`src/rtl/uart_pkg.sv`:
```
// Shared definitions for the UART command path: FSM state encoding,
// abort cause codes, default framing constants and the checksum rule.
package uart_pkg;

  typedef enum logic [1:0] {
    S_SYNC = 2'd0,
    S_ADDR = 2'd1,
    S_DATA = 2'd2,
    S_CHK  = 2'd3
  } state_t;

  typedef enum logic [1:0] {
    ERR_NONE    = 2'b00,
    ERR_CHK     = 2'b01,
    ERR_TIMEOUT = 2'b10
  } err_t;

  localparam logic [7:0] DEFAULT_SYNC_BYTE = 8'hA5;
  localparam logic [7:0] DEFAULT_CHK_SEED  = 8'h5A;

  // Checksum a sender must append after ADDR and DATA.
  function automatic logic [7:0] frame_checksum(input logic [7:0] addr,
                                                input logic [7:0] data,
                                                input logic [7:0] seed);
    return addr ^ data ^ seed;
  endfunction

endpackage

```
`src/rtl/uart_cmd_decoder_if.sv`:
```
// Byte-stream input from the UART receiver and register-write / error
// reporting outputs of the command decoder, bundled as one interface.
interface uart_cmd_decoder_if;

  logic       received;
  logic [7:0] rx_byte;
  logic       wr_strobe;
  logic [7:0] wr_addr;
  logic [7:0] wr_data;
  logic       frame_err;
  logic [1:0] err_code;
  logic [7:0] err_count;
  logic       busy;

  // Byte source side (receiver or testbench).
  modport master (
    output received, rx_byte,
    input  wr_strobe, wr_addr, wr_data, frame_err, err_code, err_count, busy
  );

  // Decoder side.
  modport slave (
    input  received, rx_byte,
    output wr_strobe, wr_addr, wr_data, frame_err, err_code, err_count, busy
  );

endinterface

```
`src/rtl/uart_gap_timer.sv`:
```
// Inter-byte gap timer: counts idle cycles while enabled and flags the
// cycle on which the gap reaches TIMEOUT_CYCLES. Reusable on the TX side.
module uart_gap_timer #(
  parameter int TIMEOUT_CYCLES = 600
) (
  input  logic clk,
  input  logic rst_n,
  input  logic clear,
  input  logic enable,
  output logic expire
);

  localparam logic [9:0] LAST_COUNT = 10'(TIMEOUT_CYCLES - 1);

  logic [9:0] count_q;

  // Gap counter: cleared on demand, otherwise counts up while enabled and
  // parks at all-ones so it can never wrap back into a false expiry.
  always_ff @(posedge clk or negedge rst_n) begin
    if (!rst_n) begin
      count_q <= '0;
    end else if (clear) begin
      count_q <= '0;
    end else if (enable && (count_q != 10'h3FF)) begin
      count_q <= count_q + 10'd1;
    end
  end

  assign expire = enable && (count_q == LAST_COUNT);

endmodule

```
`src/rtl/uart_cmd_decoder.sv`:
```
// Assembles SYNC/ADDR/DATA/CHK frames from the UART receiver byte stream,
// issues a register-write strobe for each valid frame and reports
// checksum and inter-byte timeout aborts.
module uart_cmd_decoder
  import uart_pkg::*;
#(
  parameter logic [7:0] SYNC_BYTE      = DEFAULT_SYNC_BYTE,
  parameter logic [7:0] CHK_SEED       = DEFAULT_CHK_SEED,
  parameter int         TIMEOUT_CYCLES = 600
) (
  input logic               clk,
  input logic               rst_n,
  uart_cmd_decoder_if.slave bus
);

  state_t     state_q;
  logic [7:0] addr_q;
  logic [7:0] data_q;
  logic       wr_strobe_q;
  logic [7:0] wr_addr_q;
  logic [7:0] wr_data_q;
  logic       frame_err_q;
  err_t       err_code_q;
  logic [7:0] err_count_q;

  logic gap_clear;
  logic gap_enable;
  logic gap_expire;

  assign gap_clear  = bus.received || (state_q == S_SYNC);
  assign gap_enable = (state_q != S_SYNC);

  uart_gap_timer #(
    .TIMEOUT_CYCLES(TIMEOUT_CYCLES)
  ) gap_timer (
    .clk    (clk),
    .rst_n  (rst_n),
    .clear  (gap_clear),
    .enable (gap_enable),
    .expire (gap_expire)
  );

  // Frame FSM plus all registered outputs; an arriving byte always takes
  // priority over a gap expiry in the same cycle.
  always_ff @(posedge clk or negedge rst_n) begin
    if (!rst_n) begin
      state_q     <= S_SYNC;
      addr_q      <= '0;
      data_q      <= '0;
      wr_strobe_q <= 1'b0;
      wr_addr_q   <= '0;
      wr_data_q   <= '0;
      frame_err_q <= 1'b0;
      err_code_q  <= ERR_NONE;
      err_count_q <= '0;
    end else begin
      wr_strobe_q <= 1'b0;
      frame_err_q <= 1'b0;
      if (bus.received) begin
        case (state_q)
          S_SYNC: begin
            if (bus.rx_byte == SYNC_BYTE) begin
              state_q <= S_ADDR;
            end
          end
          S_ADDR: begin
            addr_q  <= bus.rx_byte;
            state_q <= S_DATA;
          end
          S_DATA: begin
            data_q  <= bus.rx_byte;
            state_q <= S_CHK;
          end
          S_CHK: begin
            if (bus.rx_byte == frame_checksum(addr_q, data_q, CHK_SEED)) begin
              wr_strobe_q <= 1'b1;
              wr_addr_q   <= addr_q;
              wr_data_q   <= data_q;
            end else begin
              frame_err_q <= 1'b1;
              err_code_q  <= ERR_CHK;
              if (err_count_q != 8'hFF) begin
                err_count_q <= err_count_q + 8'd1;
              end
            end
            state_q <= S_SYNC;
          end
          default: state_q <= S_SYNC;
        endcase
      end else if (gap_expire) begin
        state_q     <= S_SYNC;
        frame_err_q <= 1'b1;
        err_code_q  <= ERR_TIMEOUT;
        if (err_count_q != 8'hFF) begin
          err_count_q <= err_count_q + 8'd1;
        end
      end
    end
  end

  assign bus.wr_strobe = wr_strobe_q;
  assign bus.wr_addr   = wr_addr_q;
  assign bus.wr_data   = wr_data_q;
  assign bus.frame_err = frame_err_q;
  assign bus.err_code  = err_code_q;
  assign bus.err_count = err_count_q;
  assign bus.busy      = (state_q != S_SYNC);

endmodule
```
`src/flat_wrapper.sv`:
```
// flat-port wrapper written by rule: the top's interface ports become plain ports
module uart_cmd_decoder_flat import uart_pkg::*;
#(
  parameter logic [7:0] SYNC_BYTE      = DEFAULT_SYNC_BYTE,
  parameter logic [7:0] CHK_SEED       = DEFAULT_CHK_SEED,
  parameter int         TIMEOUT_CYCLES = 600
)
  (clk, rst_n, bus_received, bus_rx_byte, bus_wr_strobe, bus_wr_addr, bus_wr_data, bus_frame_err, bus_err_code, bus_err_count, bus_busy);
  uart_cmd_decoder_if bus_i ();
  input logic clk;
  input logic rst_n;
  input wire logic [$bits(bus_i.received)-1:0] bus_received;
  input wire logic [$bits(bus_i.rx_byte)-1:0] bus_rx_byte;
  output wire logic [$bits(bus_i.wr_strobe)-1:0] bus_wr_strobe;
  output wire logic [$bits(bus_i.wr_addr)-1:0] bus_wr_addr;
  output wire logic [$bits(bus_i.wr_data)-1:0] bus_wr_data;
  output wire logic [$bits(bus_i.frame_err)-1:0] bus_frame_err;
  output wire logic [$bits(bus_i.err_code)-1:0] bus_err_code;
  output wire logic [$bits(bus_i.err_count)-1:0] bus_err_count;
  output wire logic [$bits(bus_i.busy)-1:0] bus_busy;
  assign bus_i.received = bus_received;
  assign bus_i.rx_byte = bus_rx_byte;
  assign bus_wr_strobe = bus_i.wr_strobe;
  assign bus_wr_addr = bus_i.wr_addr;
  assign bus_wr_data = bus_i.wr_data;
  assign bus_frame_err = bus_i.frame_err;
  assign bus_err_code = bus_i.err_code;
  assign bus_err_count = bus_i.err_count;
  assign bus_busy = bus_i.busy;
  uart_cmd_decoder #(.SYNC_BYTE(SYNC_BYTE), .CHK_SEED(CHK_SEED), .TIMEOUT_CYCLES(TIMEOUT_CYCLES)) u_core (.clk(clk), .rst_n(rst_n), .bus(bus_i));
endmodule
```
`config.mk`:
```
export PLATFORM = sky130hd
export DESIGN_NAME = uart_cmd_decoder_flat
export DESIGN_NICKNAME = d
export VERILOG_FILES = /design/src/rtl/uart_pkg.sv /design/src/rtl/uart_cmd_decoder_if.sv /design/src/rtl/uart_gap_timer.sv /design/src/rtl/uart_cmd_decoder.sv /design/src/flat_wrapper.sv
export SDC_FILE = /design/constraint.sdc
export NUM_CORES = 1
export LEC_CHECK = 0
export BUFFER_PORTS_ARGS = -buffer_cell sky130_fd_sc_hd__buf_2
export CAP_MARGIN = 20
export CORE_MARGIN = 4
export CORE_UTILIZATION = 50
export DETAILED_ROUTE_END_ITERATION = 7
export PLACE_DENSITY = 0.68
export SETUP_SLACK_MARGIN = 0.05
export SLEW_MARGIN = 15
export SYNTH_ARGS = -nofsm -noshare
export SYNTH_HDL_FRONTEND = slang
export SYNTH_SLANG_ARGS = --single-unit
```
`constraint.sdc`:
```
create_clock -name clk -period 2.6 [get_ports clk]
set_input_delay 0.39 -clock clk [delete_from_list [all_inputs] [get_ports clk]]
set_output_delay 0.39 -clock clk [all_outputs]
set_load 0.02 [all_outputs]
```
==> flow_metrics.env, run 1 <==
export IMPL_p_total_w=0.00288
export IMPL_critPathMaxFanout=7
export IMPL_clkLatencyLatePin_ns=0.31
export IMPL_grt_max_degree=30
export IMPL_cts_setup_buffers=0
export IMPL_drt_vias_per_instance=5.34
export IMPL_ys_flop_type="dfrtp_1"
export IMPL_grt_use_met1=0.209
export IMPL_ant_nets=0
export IMPL_grt_most_used_layer="met2"
export IMPL_syn_inst=197
export IMPL_cp_slowest_cell="dfrtp_1"
export IMPL_dp_hpwl_um=3220
export IMPL_antenna_found_initial=0
export IMPL_preCtsSetupSlack_ns=0.472
export IMPL_synth_seq_cells=56
export IMPL_grt_pass1_vias=1654
export IMPL_fmax_ghz=0.470
export IMPL_r2r_slack_ns=0.47
export IMPL_cts_buffer_depth=2
export IMPL_worstMarginPinSlew_ns=0.652
export IMPL_path_class="register to register"
export IMPL_yosysUniqueCellTypes=40
export IMPL_avgSynthCellArea_um2=13.8
export IMPL_fin_nets=256
export IMPL_hp_class="primary input to async pin"
export IMPL_crit_buf_inv=1
export IMPL_p_leak_nw=1.55
export IMPL_slew_viol_final=0
export IMPL_drtIter0Drc=41
export IMPL_synthArstFlopShare=1.00
export IMPL_diodes=0
export IMPL_worstSetupStartpointType="register"
export IMPL_dieArea_um2=6700
export IMPL_grt_total_usage=0.152
export IMPL_gr_total_overflow=0
export IMPL_cts_tree="done"
export IMPL_cp_top_family="simple AND/OR/NAND/NOR gates"
export IMPL_die_x_um=81.9
export IMPL_start_util=0.524
export IMPL_drt_total_wl_um=4540
export IMPL_ys_seq_area_frac=0.514
export IMPL_outcome="finished clean"
export IMPL_critical_path_required_ns=2.80
export IMPL_setup_violations=0
export IMPL_ios=40
export IMPL_clock_sinks=56
export IMPL_timing_hold_ws_ns=0.104
export IMPL_syn_area_um2=2730
export IMPL_r2r_end="u_core.bus.err_count[1]"
export IMPL_core_um2=5200
export IMPL_period_share=0.819
export IMPL_finClkSkew_ns=0.0115
export IMPL_vias=1650
export IMPL_drc=0
export IMPL_port_buffers=39
export IMPL_drive_gt1_frac=0.402
export IMPL_fin_ws_ns=0.472
export IMPL_ctsResizeCount=0
export IMPL_fin_tns_setup_ns=0
export IMPL_cap_violations=0
export IMPL_syn2layout_area_growth_pct=12.9
export IMPL_met2_usage=0.245
export IMPL_cp_cell_sequence="inv_1, ha_1, nor4b_1, and3_1, o22ai_2, a21oi_2, mux2_2"
export IMPL_die_h_um=81.9
export IMPL_yosysWarnings=0
export IMPL_grt_setup_unrepaired="no"
export IMPL_num_rows=26
export IMPL_drtPass1Iterations=4
export IMPL_powerDensity_nw_per_um2=934
export IMPL_slowest_delay_ns=0.40
export IMPL_slew_headroom=0.566
export IMPL_grt_met3_usage=0.0395
export IMPL_cts_root_buf="clkbuf_8"
export IMPL_synth_edff_count=0
export IMPL_gp_congestion=0.720
export IMPL_wire_per_inst_um=14.7
export IMPL_path_clk_slew_ns=0.10
export IMPL_period_minus_slack_ns=2.13
export IMPL_syn_num_nets=214
export IMPL_cts_max_level=2
export IMPL_reg2reg_from="u_core.state_q[0]"
export IMPL_crit_arrival_ns=2.33
export IMPL_finalHoldViolations=0
export IMPL_grt_pass1_wl_um=7870
export IMPL_rr_worst_depth=7
export IMPL_critPathCaptureType="register"
export IMPL_cts_buffers_inserted=5
export IMPL_postCtsHoldBufs=0
export IMPL_ir_drop_v=0.000376
==> cell families (layout without fill, tap and decap cells) <==
kind of cell / after synthesis / in the layout / share of synthesized area
DFF: 56 / 56 / 0.514
adders and majority gates: 6 / 6 / 0.0275
xor gates and xnor gates: 21 / 21 / 0.111
buffers and inverters: 11 / 53 / 0.0211
muxes: 36 / 36 / 0.160
and+or+nand+nor: 47 / 47 / 0.104
AOI/OAI and AO/OA: 20 / 20 / 0.0624
==> area by class of cell <==
cell class	instances	area (um^2)
multi-input cells	130	1270
repair buffers	41	223
well taps	70	87.6
flip-flops and latches	56	1400
clock inverters	2	12.5
inverters	5	18.8
clock buffers	5	68.8
fillers	434	2120
==> sequential cells by signal, summed over array words and instances (netlist names) <==
signal / cells
u_core.gap_timer.count_q: 10
u_core.addr_q: 8
u_core.bus.err_count: 8
u_core.bus.wr_addr: 8
u_core.bus.wr_data: 8
u_core.data_q: 8
u_core.bus.err_code: 2
u_core.state_q: 2
u_core.bus.frame_err: 1
u_core.bus.wr_strobe: 1
==> through the flow <==
step / util / area, um^2 / instances
detailed placement: 0.576 / 3000 / 302
CTS: 0.592 / 3080 / 309
floorplan: - / 2730 / 197
global placement: 0.576 / 3000 / 302
finish: 0.592 / 3080 / 309
global route: 0.592 / 3080 / 309
==> routing by layer <==
metal | share of wire | wire [um]
met1 | 0.48 | 2170
met2 | 0.47 | 2130
met3 | 0.045 | 205
met4 | 0.0064 | 29
met5 | 0 | 0
==> report_power, final <==
part | leakage [nW] | total, W | switching, W | internal [W]
sequential | 0.728 | 0.00131 | 0.000202 | 0.00110
clock | 0.0400 | 0.000455 | 0.000272 | 0.000183
combinational | 0.787 | 0.00112 | 0.000498 | 0.000617
==> cells in the final DEF, fill, tap and decap left out, types with 2 or more instances in the layout <==
| cell | instances |
|---|---|
| nand2_1 | 13 |
| mux2_2 | 24 |
| nand3_1 | 4 |
| inv_1 | 5 |
| xor3_2 | 2 |
| mux2i_1 | 3 |
| a21oi_1 | 4 |
| xnor3_2 | 2 |
| buf_2 | 39 |
| dfrtp_1 | 56 |
| nand4_1 | 2 |
| xor3_1 | 2 |
| nor2_1 | 8 |
| xnor2_1 | 2 |
| o21ai_0 | 3 |
| xor2_1 | 11 |
| a211oi_1 | 5 |
| mux2_4 | 9 |
| ha_1 | 6 |
| clkbuf_8 | 5 |
| and3_1 | 8 |
| xnor3_1 | 2 |
| or2_2 | 3 |
==> synthesized netlist by cell type, types with 2 or more instances <==
library cell / count / area [um^2]
xnor3_1: 2 / 45.0
a211oi_1: 5 / 37.5
nand3_1: 4 / 20.0
xor3_1: 2 / 47.6
xor2_1: 11 / 96.3
xnor3_2: 2 / 47.6
nor2_1: 8 / 30.0
o21ai_0: 3 / 15.0
nand2_1: 13 / 48.8
nand4_1: 2 / 12.5
and3_1: 8 / 50.1
xor3_2: 2 / 50.1
clkbuf_1: 5 / 18.8
inv_1: 5 / 18.8
ha_1: 6 / 75.1
mux2i_1: 3 / 30.0
xnor2_1: 2 / 17.5
mux2_2: 24 / 270
mux2_4: 9 / 135
a21oi_1: 4 / 20.0
dfrtp_1: 56 / 1400
or2_2: 3 / 18.8
==> worst reg2reg max path: stages (launching register included) <==
cell and delay, ns:
dfrtp_1 0.40, inv_1 0.09, ha_1 0.25, nor4b_1 0.31, and3_1 0.26, o22ai_2 0.17, a21oi_2 0.20, mux2_2 0.35
==> worst max-delay path by stage <==
stage | depth (start not counted) | endpoint | slack [ns] | startpoint
2_1_floorplan | 7 | u_core.bus.err_count[1] | 0.65 | u_core.state_q[0]
3_3_place_gp | 7 | u_core.bus.err_count[1] | 0.55 | u_core.state_q[0]
3_5_place_dp | 7 | u_core.bus.err_count[1] | 0.47 | u_core.state_q[0]
4_1_cts | 7 | u_core.bus.err_count[1] | 0.45 | u_core.state_q[0]
5_1_grt | 7 | u_core.bus.err_count[1] | 0.36 | u_core.state_q[0]
6_report | 7 | u_core.bus.err_count[1] | 0.47 | u_core.state_q[0]
No activity file was read; power rests on OpenSTA's default activity.
==> inputs of run 2 (changes only) <==
==> constraint.sdc (replaced) <==
create_clock -name clk -period 2.2 [get_ports clk]
set_input_delay 0.33 -clock clk [delete_from_list [all_inputs] [get_ports clk]]
set_output_delay 0.33 -clock clk [all_outputs]
set_load 0.02 [all_outputs]
==> run 2 against run 1 <==
The run now ends with hold timing left. Core utilization is 1.6 points higher. Die area stayed put. Flip-flop and latch count stayed put. Non-clock buffer count is 2 higher. Fmax is 5.9% higher. First-iteration DRC count is 17% lower. Clock skew is 0.0029 ns lower. Clock-buffer cell count is 2 higher. Final cell count is 0.97% higher. Sequential share of layout area is 1.2 points lower. Total power is 26% higher. Largest power group unchanged.
==> flow_metrics.env, run 2 (same netlist as run 1, synthesis figures left out) <==
export IMPL_outcome="finished, violations left"
export IMPL_violations="hold timing"
export IMPL_cp_depth=7
export IMPL_grt_setup_unrepaired="no"
export IMPL_dp_hpwl_um=3280
export IMPL_period_minus_slack_ns=2.01
export IMPL_dieArea_um2=6700
export IMPL_gr_total_overflow=0
export IMPL_fin_nets=258
export IMPL_num_rows=26
export IMPL_cp_slowest_cell="dfrtp_1"
export IMPL_powerDensity_nw_per_um2=1140
export IMPL_crit_arrival_ns=2.21
export IMPL_path_clk_slew_ns=0.09
export IMPL_antenna_found_initial=0
export IMPL_hp_class="primary input to async pin"
export IMPL_diodes=0
export IMPL_cap_violations=0
export IMPL_start_util=0.524
export IMPL_die_h_um=81.9
export IMPL_finalHoldViolations=1
export IMPL_grt_pass1_wl_um=7960
export IMPL_ir_drop_v=0.000530
export IMPL_layout_common_cells="dfrtp_1 (56), buf_2 (39), mux2_2 (24)"
export IMPL_clkLatencyLatePin_ns=0.31
export IMPL_critical_path_required_ns=2.40
export IMPL_final_common_cell="dfrtp_1"
export IMPL_grt_max_degree=57
export IMPL_grt_total_usage=0.156
export IMPL_largest_register_ffs=10
export IMPL_cts_root_buf="clkbuf_8"
export IMPL_clock_sinks=56
export IMPL_die_x_um=81.9
export IMPL_wire_per_inst_um=15.1
export IMPL_cts_buffer_depth=2
export IMPL_slew_viol_final=0
export IMPL_path_class="register to register"
export IMPL_cp_top_family="simple AND/OR/NAND/NOR gates"
export IMPL_worstSetupStartpointType="register"
export IMPL_gp_congestion=0.735
export IMPL_ios=40
export IMPL_worstMarginPinSlew_ns=0.415
export IMPL_slowest_delay_ns=0.40
export IMPL_ant_nets=0
export IMPL_critPathCaptureType="register"
export IMPL_cts_max_level=2
export IMPL_setup_violations=0
export IMPL_p_leak_nw=1.59
export IMPL_max_flop_register="u_core.gap_timer.count_q"
export IMPL_drc=0
export IMPL_fin_tns_setup_ns=0
export IMPL_cp_cell_sequence="inv_1, ha_1, nor4b_2, and3_4, o22ai_2, a21oi_2, mux2_2"
export IMPL_cts_buffers_inserted=5
export IMPL_final_util=0.608
export IMPL_drtPass1Iterations=4
export IMPL_grt_pass1_vias=1698
export IMPL_rr_worst_depth=7
export IMPL_period_share=0.914
export IMPL_fmax_ghz=0.497
export IMPL_timing_hold_ws_ns=-0.00278
export IMPL_syn2layout_area_growth_pct=16.0
export IMPL_cts_tree="done"
export IMPL_drt_total_wl_um=4720
export IMPL_core_um2=5200
export IMPL_critPathMaxFanout=7
export IMPL_p_total_w=0.00362
export IMPL_drive_gt1_frac=0.417
export IMPL_slew_headroom=0.723
export IMPL_crit_buf_inv=1
export IMPL_drt_vias_per_instance=5.27
export IMPL_drtIter0Drc=34
export IMPL_port_buffers=39
export IMPL_vias=1644
export IMPL_finClkSkew_ns=0.00856
==> run 2: repair_timing <==
action                     4_1_cts  5_1_grt
setup endpoints to repair        0        7
gates resized for setup          0        2
hold buffers                     0        0
buffers inserted                 0        1
==> run 2: power breakdown <==
group,total [W],internal [W],switching (W)
registers,0.00155,0.00130,0.000249
logic,0.00134,0.000744,0.000596
clock network,0.000723,0.000402,0.000322
==> run 2: final timing paths <==
check,slack [ns],to,from
worst max-delay path,0.19,u_core.bus.err_count[1],u_core.state_q[0]
worst min-delay path,-0.003,u_core.bus.wr_addr[6],rst_n
worst max register to register,0.19,u_core.bus.err_count[1],u_core.state_q[0]
worst min register to register,0.51,u_core.bus.wr_data[4],u_core.bus.wr_data[4]
max in group asynchronous,1.94,u_core.bus.err_count[5],rst_n
min in group clk,0.30,u_core.addr_q[0],bus_rx_byte[0]
==> run 2: cell type report <==
cell class,instances,area [um^2]
well taps,70,87.6
clock buffers,7,96.3
inverters,5,18.8
fillers,425,2040
repair buffers,43,250
flip-flops and latches,56,1400
multi-input cells,130,1280
clock inverters,1,30.0
==> run 2: through the flow <==
stage	cells	setup slack [ns]	instance area, um^2
floorplan	197	0.253	2730
global placement	303	0.169	3020
detailed placement	303	0.0986	3020
CTS	311	0.0747	3150
global route	312	0.0646	3160
finish	312	0.189	3160
==> run 2: worst register-to-register path: stages (launching register included) <==
cell and delay (ns):
dfrtp_1 0.40, inv_1 0.09, ha_1 0.22, nor4b_2 0.28
and3_4 0.25, o22ai_2 0.15, a21oi_2 0.18, mux2_2 0.34
==> run 2: routing by layer <==
layer / GRT usage / vias up / part of all wire
li1: - / 787 / -
met1: 0.204 / 821 / 0.48
met5: 0 / - / 0
met4: 0.0498 / 0 / 0.014
met2: 0.256 / 29 / 0.47
met3: 0.0362 / 7 / 0.041
==> inputs of run 3 (changes only) <==
--- a/config.mk
+++ b/config.mk
@@ -10,7 +10,7 @@
 export CORE_MARGIN = 4
 export CORE_UTILIZATION = 50
 export DETAILED_ROUTE_END_ITERATION = 7
-export PLACE_DENSITY = 0.68
+export PLACE_DENSITY = 0.71
 export SETUP_SLACK_MARGIN = 0.05
 export SLEW_MARGIN = 15
 export SYNTH_ARGS = -nofsm -noshare
==> run 3 against run 2 <==
The flow now finishes without violations. Sequential share of layout area grew 0.59 points. Clock skew grew 0.00076 ns. Register-to-register slack is essentially flat. Global-route usage is 0.44 points lower. Clock-buffer cell count shrank 1. Critical endpoint unchanged. Largest power group unchanged.
==> flow_metrics.env, run 3 (same netlist as run 1, synthesis figures left out) <==
export IMPL_outcome="finished clean"
export IMPL_hp_class="primary input to async pin"
export IMPL_gp_congestion=0.736
export IMPL_crit_arrival_ns=2.20
export IMPL_r2r_end="u_core.bus.err_count[1]"
export IMPL_grt_max_degree=57
export IMPL_worstSetupStartpointType="register"
export IMPL_wire_per_inst_um=14.4
export IMPL_critical_path_required_ns=2.40
export IMPL_dieArea_um2=6700
export IMPL_grt_pass1_wl_um=7770
export IMPL_ant_nets=0
export IMPL_fin_area_um2=3120
export IMPL_cp_slowest_cell="dfrtp_1"
export IMPL_cap_violations=0
export IMPL_clkLatencyLatePin_ns=0.31
export IMPL_dp_hpwl_um=3190
export IMPL_path_clk_slew_ns=0.10
export IMPL_cts_root_buf="clkbuf_8"
export IMPL_drt_total_wl_um=4490
export IMPL_grt_total_usage=0.151
export IMPL_period_share=0.910
export IMPL_cts_buffers_inserted=5
export IMPL_cts_tree="done"
export IMPL_final_common_cell="dfrtp_1"
export IMPL_slew_headroom=0.549
export IMPL_port_buffers=39
export IMPL_worstMarginPinSlew_ns=0.677
export IMPL_powerDensity_nw_per_um2=1110
export IMPL_layout_common_cells="dfrtp_1 (56), buf_2 (39), mux2_2 (24)"
export IMPL_diodes=0
export IMPL_finClkSkew_ns=0.00932
export IMPL_slowest_delay_ns=0.40
export IMPL_gr_total_overflow=0
export IMPL_die_x_um=81.9
export IMPL_drt_vias_per_instance=5.21
export IMPL_setup_violations=0
export IMPL_critPathMaxFanout=7
export IMPL_die_h_um=81.9
export IMPL_max_flop_register="u_core.gap_timer.count_q"
export IMPL_drive_gt1_frac=0.417
export IMPL_rr_worst_depth=7
export IMPL_fmax_ghz=0.500
export IMPL_fin_tns_setup_ns=0
export IMPL_final_util=0.600
export IMPL_largest_register_ffs=10
export IMPL_start_util=0.524
export IMPL_drc=0
export IMPL_critPathCaptureType="register"
export IMPL_path_class="register to register"
export IMPL_grt_setup_unrepaired="no"
export IMPL_fin_nets=258
export IMPL_reg2reg_from="u_core.state_q[0]"
export IMPL_syn2layout_area_growth_pct=14.5
export IMPL_vias=1624
export IMPL_cp_cell_sequence="inv_1, ha_1, nor4b_2, and3_4, o22ai_2, a21oi_2, mux2_2"
export IMPL_core_um2=5200
export IMPL_slew_viol_final=0
export IMPL_timing_hold_ws_ns=0.135
export IMPL_clock_sinks=56
export IMPL_drtIter0Drc=52
export IMPL_ir_drop_v=0.000611
export IMPL_grt_pass1_vias=1665
export IMPL_num_rows=26
export IMPL_cts_buffer_depth=2
export IMPL_antenna_found_initial=0
export IMPL_p_leak_nw=1.57
export IMPL_r2r_slack_ns=0.20
export IMPL_cts_max_level=2
export IMPL_period_minus_slack_ns=2.00
export IMPL_drtPass1Iterations=4
export IMPL_placed_cell_area_um2=3010
export IMPL_ios=40
export IMPL_finalHoldViolations=0
## run 3: cell types whose count changed in the layout (fill, tap and decap cells not counted), sizes merged
cell / previous run / this run
clkinvlp: 0 / 2
bufinv: 1 / 0
clkbuf: 7 / 6
## run 3: metrics by stage
step,instances,total power [W],worst slack (ns)
CTS,311,0.00352,0.0573
floorplan,197,0.00258,0.253
global route,312,0.00370,0.0668
finish,312,0.00348,0.199
detailed placement,303,0.00292,0.0794
global placement,303,0.00288,0.154
## run 3: critical path, delay by kind of cell (launching register included)
kind,cells,cell delay (ns)
adders and majority gates,1,0.22
and+or+nand+nor,2,0.50
muxes,1,0.35
buffers and inverters,1,0.09
AOI/OAI and AO/OA,2,0.34
DFF,1,0.40
## run 3: power by group
part	switching, W	internal (W)
sequential	0.000243	0.00130
combinational	0.000597	0.000750
clock	0.000331	0.000255
total	0.00117	0.00231
## run 3: worst max path at each step
stage | startpoint | to | slack [ns] | depth (start not counted)
3_3_place_gp | u_core.state_q[0] | u_core.bus.err_count[1] | 0.15 | 7
3_5_place_dp | u_core.state_q[0] | u_core.bus.err_count[1] | 0.08 | 7
2_1_floorplan | u_core.state_q[0] | u_core.bus.err_count[1] | 0.25 | 7
4_1_cts | u_core.state_q[0] | u_core.bus.err_count[1] | 0.06 | 7
5_1_grt | u_core.state_q[0] | u_core.bus.err_count[1] | 0.07 | 7
6_report | u_core.state_q[0] | u_core.bus.err_count[1] | 0.20 | 7
## run 3: final cells by class
class	instances	area, um^2
clock buffer	6	82.6
clock inverter	2	15.0
fill	437	2080
inverter	5	18.8
multi-input combinational	130	1280
sequential	56	1400
tap	70	87.6
timing repair buffer	43	238
## run 3: routing by layer
metal / part of all wire / global-route usage / up-vias / wire [um]
li1: - / - / 788 / -
met1: 0.48 / 0.198 / 798 / 2160
met2: 0.46 / 0.244 / 32 / 2060
met3: 0.048 / 0.0471 / 6 / 215
met4: 0.012 / 0.0399 / 0 / 53
met5: 0 / 0 / - / 0
## run 3: timing repair
item | CTS | global route
hold endpoints to repair | 0 | 0
buffers inserted | 0 | 1
gates resized for setup | 0 | 2
endpoints found under the setup margin | 0 | 7
hold buffers | 0 | 0
